<file path="config.mk">
export PLATFORM = sky130hd
export DESIGN_NAME = pdm_decimator
export DESIGN_NICKNAME = d
export VERILOG_FILES = /design/src/rtl/audio_pkg.sv /design/src/rtl/pdm_cic2.sv /design/src/rtl/pdm_decimator.sv
export SDC_FILE = /design/constraint.sdc
export NUM_CORES = 1
export LEC_CHECK = 0
export ABC_AREA = 1
export BUFFER_PORTS_ARGS = -buffer_cell sky130_fd_sc_hd__buf_2
export CAP_MARGIN = 25
export CORE_MARGIN = 2
export CORE_UTILIZATION = 50
export CTS_BUF_LIST = sky130_fd_sc_hd__clkbuf_8
export DETAILED_ROUTE_END_ITERATION = 6
export GPL_ROUTABILITY_DRIVEN = 0
export PLACE_DENSITY = 0.71
export REMOVE_ABC_BUFFERS = 1
export SLEW_MARGIN = 10
export SYNTH_ARGS = -nofsm -noshare
export SYNTH_HDL_FRONTEND = slang
export SYNTH_SLANG_ARGS = --single-unit
</file>
<file path="constraint.sdc">
create_clock -name clk -period 4.38 [get_ports clk]
set_input_delay 0.657 -clock clk [delete_from_list [all_inputs] [get_ports clk]]
set_output_delay 0.657 -clock clk [all_outputs]
set_load 0.01 [all_outputs]
</file>
<file path="src/rtl/audio_pkg.sv">
// Shared audio types and sizing helpers for the PDM receive path.
// Stereo capture is built when PDM_STEREO_EN is defined.
package audio_pkg;

  typedef enum logic [1:0] {
    IDLE   = 2'd0,
    SETTLE = 2'd1,
    RUN    = 2'd2
  } state_e;

  localparam int CIC_ORDER = 2;
  localparam int SOUND_W   = 16;

  function automatic int cic_width(input int decim);
    return 1 + CIC_ORDER * $clog2(decim);
  endfunction

endpackage

</file>
<file path="src/rtl/pdm_cic2.sv">
// One mono 2nd-order CIC decimator channel, differential delay 1.
// Modular W-bit arithmetic; wrap-around in the integrators is intended.
module pdm_cic2
  import audio_pkg::*;
#(
  parameter int W = 13
) (
  input  logic         clk,
  input  logic         rst,
  input  logic         clr_i,
  input  logic         int_en_i,
  input  logic         dec_en_i,
  input  logic         bit_i,
  output logic [W-1:0] res_o
);

  logic [W-1:0] i1_q, i2_q;
  logic [W-1:0] d1_q, d2_q;
  logic [W-1:0] r_q;
  logic [W-1:0] i1_d, c1, c2;

  assign i1_d = i1_q + W'(bit_i);
  assign c1   = i2_q - d1_q;
  assign c2   = c1 - d2_q;

  always_ff @(posedge clk or negedge rst) begin
    if (!rst) begin
      i1_q <= '0;
      i2_q <= '0;
      d1_q <= '0;
      d2_q <= '0;
      r_q  <= '0;
    end else if (clr_i) begin
      i1_q <= '0;
      i2_q <= '0;
      d1_q <= '0;
      d2_q <= '0;
      r_q  <= '0;
    end else begin
      if (int_en_i) begin
        i1_q <= i1_d;
        i2_q <= i2_q + i1_d;
      end
      if (dec_en_i) begin
        d1_q <= i2_q;
        d2_q <= c1;
        r_q  <= c2;
      end
    end
  end

  assign res_o = r_q;

endmodule

</file>
<file path="src/rtl/pdm_decimator.sv">
// PDM microphone receiver: bit clock, synchronizer, CIC decimation.
// Define PDM_STEREO_EN to add the right channel (sound_r).
module pdm_decimator
  import audio_pkg::*;
#(
  parameter int HALF_DIV = 25,
  parameter int DECIM    = 64,
  parameter int SETTLE_N = 2
) (
  input  logic               clk,
  input  logic               rst,
  input  logic               enable,
  input  logic               pdm_in,
  output logic               pdm_clk,
  output logic [SOUND_W-1:0] sound,
`ifdef PDM_STEREO_EN
  output logic [SOUND_W-1:0] sound_r,
`endif
  output logic               start,
  output logic               active
);

  localparam int W   = cic_width(DECIM);
  localparam int DW  = (HALF_DIV > 1) ? $clog2(HALF_DIV) : 1;
  localparam int BW  = $clog2(DECIM);
  localparam int SCW = (SETTLE_N > 0) ? $clog2(SETTLE_N + 1) : 1;
  localparam int PAD = SOUND_W - (W - 1);

  logic [1:0]         sync_q;
  logic [DW-1:0]      div_q;
  logic               pclk_q;
  state_e             st_q, st_d;
  logic [BW-1:0]      bcnt_q;
  logic               dec_q, vld_q;
  logic [SCW-1:0]     set_q;
  logic [SOUND_W-1:0] sound_q;
  logic               start_q;
  logic               run, clr, wrap;
  logic               rise_tick, win_end, emit;
  logic [W-1:0]       res_l;

  // Saturate to DECIM^2-1, then left-justify with zero fill.
  function automatic logic [SOUND_W-1:0] scale(
    input logic [W-1:0] r
  );
    logic [W-2:0] sat;
    sat = r[W-1] ? '1 : r[W-2:0];
    return SOUND_W'(sat) << PAD;
  endfunction

  assign run       = (st_q != IDLE);
  assign clr       = !enable || !run;
  assign wrap      = run && (div_q == DW'(HALF_DIV - 1));
  assign rise_tick = wrap && !pclk_q;
  assign win_end   = rise_tick && (bcnt_q == BW'(DECIM - 1));
  assign emit      = enable && vld_q && (st_q == RUN);

  always_comb begin
    st_d = st_q;
    unique case (st_q)
      IDLE:
        if (enable)
          st_d = (SETTLE_N == 0) ? RUN : SETTLE;
      SETTLE:
        if (vld_q && int'(set_q) == SETTLE_N - 1)
          st_d = RUN;
      default: ;
    endcase
    if (!enable) st_d = IDLE;
  end

  always_ff @(posedge clk or negedge rst) begin
    if (!rst) begin
      sync_q  <= '0;
      div_q   <= '0;
      pclk_q  <= 1'b0;
      st_q    <= IDLE;
      bcnt_q  <= '0;
      dec_q   <= 1'b0;
      vld_q   <= 1'b0;
      set_q   <= '0;
      sound_q <= '0;
      start_q <= 1'b0;
    end else begin
      sync_q  <= {sync_q[0], pdm_in};
      st_q    <= st_d;
      start_q <= 1'b0;
      if (clr) begin
        div_q  <= '0;
        pclk_q <= 1'b0;
        bcnt_q <= '0;
        dec_q  <= 1'b0;
        vld_q  <= 1'b0;
        set_q  <= '0;
      end else begin
        div_q <= wrap ? '0 : div_q + DW'(1);
        if (wrap) pclk_q <= !pclk_q;
        if (rise_tick) bcnt_q <= bcnt_q + BW'(1);
        // Combs run one clk after the last integrate of a window.
        dec_q <= win_end;
        vld_q <= dec_q;
        if (vld_q && st_q == SETTLE) set_q <= set_q + SCW'(1);
        if (emit) begin
          sound_q <= scale(res_l);
          start_q <= 1'b1;
        end
      end
    end
  end

  pdm_cic2 #(.W(W)) u_cic_l (
    .clk      (clk),
    .rst      (rst),
    .clr_i    (clr),
    .int_en_i (rise_tick),
    .dec_en_i (dec_q),
    .bit_i    (sync_q[1]),
    .res_o    (res_l)
  );

`ifdef PDM_STEREO_EN
  logic               fall_tick;
  logic [W-1:0]       res_r;
  logic [SOUND_W-1:0] sound_r_q;

  assign fall_tick = wrap && pclk_q;

  pdm_cic2 #(.W(W)) u_cic_r (
    .clk      (clk),
    .rst      (rst),
    .clr_i    (clr),
    .int_en_i (fall_tick),
    .dec_en_i (dec_q),
    .bit_i    (sync_q[1]),
    .res_o    (res_r)
  );

  always_ff @(posedge clk or negedge rst) begin
    if (!rst)      sound_r_q <= '0;
    else if (emit) sound_r_q <= scale(res_r);
  end

  assign sound_r = sound_r_q;
`endif

  assign pdm_clk = pclk_q;
  assign sound   = sound_q;
  assign start   = start_q;
  assign active  = (st_q == RUN);

endmodule

</file>
==> results.ini <==
[synthesis]
synth.distinct_cells = 46
yosysSeqAreaShare_pct = 40.71
syn_inst = 707
syn_avg_cell_area_sq_um = 8.521
syn_area_sq_um = 6025
synth-seq-cells = 98
synth_flop_cell = dfrtp_1
synth_edf_count = 0
async_flop_share_pct = 100.0
yosysWarnings = 0

[routing]
drc = 0
vias = 4539
routedWlPerCell_microns = 13.04
vias_per_cell = 5.199
totalWireLength_microns = 11390
dr.pass1.iters = 5
drt_iter0_markers = 323
detail-route-antenna-nets = 0

[clock_tree]
insertion_delay_ps = 380
cts_root_buffer = clkbuf_8
cts_buffer_depth = 2
cts_tree = yes
cts_setup_buffers = 0
path_clk_slew_ps = 100
h-tree-depth = 3
cts_sinks = 98
cts.repair.resized = 0
cts_buffers = 9
postCtsHoldBufs = 0

[final_layout]
antenna_cells = 0
design_area_sq_um = 6354
final_cell_mix = nand2_1, dfrtp_1, inv_1, nor2_1, ha_1
syn2layout_area_growth_pct = 5.462
fin_util_pct = 53.57
final_net_count = 770
final_common_cell = nand2_1
layout-drive-gt1-share_pct = 12.81

[sta]
tightest_slew_ps = 884.8
setup_viol = 0
slew_headroom_pct = 41.01
slew_violations = 0
period_needed_ps = 3056
hold_violations = 0
rsz0062_at_grt = false
fin_skew_ps = 15.67
max_freq_ghz = 0.3273
tns_ps = 0
fin_crit_sh_pct = 69.76

[global_routing]
grt_most_used_layer = met2
grt.overflow.total = 0
met1_usage_pct = 25.05
grtUsageTotal_pct = 18.93
use_met2_pct = 31.22
grt_util_met3_pct = 5.101
grt_pass1_vias = 4327
grt_pass1_wl_microns = 19810
grt_max_degree = 66
antenna_found_initial = 0

[floorplanning]
core_area_sq_um = 11860
die_area_sq_um = 12940
num_io_pins = 23
start_util_pct = 50.79
die_h_microns = 113.8
rows = 40
die_x_microns = 113.8

[setup_path]
ff2ff_setup_slack_ps = 1320
worstPathMaxFanout = 5
required_ps = 4660
worstSetupEndpointType = flop
cp.arrival_ps = 3340
path_class = flop to flop
worstSetupStartpointType = flop

[pwr]
vdd_drop_max_uv = 237.6
p_leak_nw = 3.106
power.density_nw_per_um2 = 244.2

[placed_design]
hpwl_microns = 8484
placed_cell_area_sq_um = 6156
port_buffers = 18

[job]
cap_violations = 0

[worst_hold_path]
hp-class = input port to async pin

[status]
outcome = complete, no violations

## flip-flops by register name (all words and copies together) (netlist names), 2 cells and up
register and flops:
bcnt_q 6, div_q 5, set_q 2, sound 12, st_q 2, sync_q 2, u_cic_l.d1_q 13, u_cic_l.d2_q 13
u_cic_l.i1_q 13, u_cic_l.i2_q 13, u_cic_l.res_o 13
## power breakdown
part | internal [mW] | switching [mW]
clock | 0.247 | 0.334
sequential | 0.910 | 0.00339
combinational | 0.0119 | 0.0463
## logic make-up after synthesis
family,synth area share (%)
other cells,0.06225
simple gates,20.31
buf+inv,9.159
xor+xnor,3.780
compound gates,16.26
flops,40.71
fa+ha+maj,9.720
## area by class of cell
class / count / area, sq um
well taps: 147 / 183.9
flip-flops and latches: 98 / 2452
clock inverters: 5 / 46.29
multi-input cells: 491 / 3032
inverters: 102 / 387.9
repair buffers: 19 / 100.1
clock buffers: 11 / 151.4
fillers: 1066 / 5508
## Yosys cell counts (3+ instances only)
| library cell | number | area share (%) |
|---|---|---|
| xor2_1 | 22 | 3.2 |
| nand2_1 | 144 | 9.0 |
| o21ai_1 | 20 | 1.7 |
| buf_6 | 8 | 1.5 |
| nor2_1 | 59 | 3.7 |
| dfrtp_1 | 98 | 41 |
| xnor2_1 | 4 | 0.58 |
| a22o_1 | 5 | 0.73 |
| a21oi_1 | 37 | 3.1 |
| nor3_1 | 8 | 0.66 |
| o21ai_0 | 27 | 2.2 |
| a21oi_2 | 10 | 1.5 |
| o22ai_1 | 4 | 0.42 |
| a21o_1 | 4 | 0.50 |
| nand3_1 | 35 | 2.9 |
| nor2_2 | 3 | 0.31 |
| o21ai_2 | 5 | 0.73 |
| nor3_2 | 3 | 0.50 |
| nor2_8 | 3 | 1.0 |
| ha_1 | 42 | 8.7 |
| inv_2 | 5 | 0.31 |
| fa_1 | 3 | 1.0 |
| buf_4 | 8 | 1.0 |
| or2_2 | 3 | 0.31 |
| inv_1 | 96 | 6.0 |
| nand4_1 | 6 | 0.62 |
| o22ai_2 | 19 | 3.9 |
## worst max-delay path, stage by stage, from the launching register on
cell       delay (ps)
dfrtp_1           400
inv_1              90
ha_1              150
inv_1              60
fa_1              390
nand3_1            80
nand2_1           120
a31o_2            230
xnor2_1           220
inv_1              70
ha_1              350
nand2_1           100
nor2_1            140
nand2_1            70
o2111ai_1         250
a21oi_2            80
o21ai_1            90
nand2_1            60
## final timing paths
| check | from | to | cells past startpoint |
|---|---|---|---|
| setup / recovery | u_cic_l.i2_q[0] | u_cic_l.res_o[9] | 17 |
| hold / removal | rst | u_cic_l.res_o[11] | 1 |
| setup reg to reg | u_cic_l.i2_q[0] | u_cic_l.res_o[9] | 17 |
| hold reg to reg | sync_q[0] | sync_q[1] | 0 |
| max in group asynchronous | rst | u_cic_l.i1_q[8] | 2 |
| min in group clk | sync_q[0] | sync_q[1] | 0 |
## per-stage QoR
stage	cells	setup WS, ps	power, mW	hold slack (ps)
6_report	873	1324	1.552	356.8
5_1_grt	873	1089	1.619	358.5
4_1_cts	873	1317	1.582	358.0
3_5_place_dp	857	1357	0.9916	335.5
3_3_place_gp	857	1413	0.9898	338.5
2_1_floorplan	691	1615	0.9592	331.2
## layer usage
metal	share of wire (%)	routed length (microns)
met3	3.6	408
met1	48	5437
met4	1.1	123
met5	0	0
met2	48	5418
(Power assumes the default switching activity.)
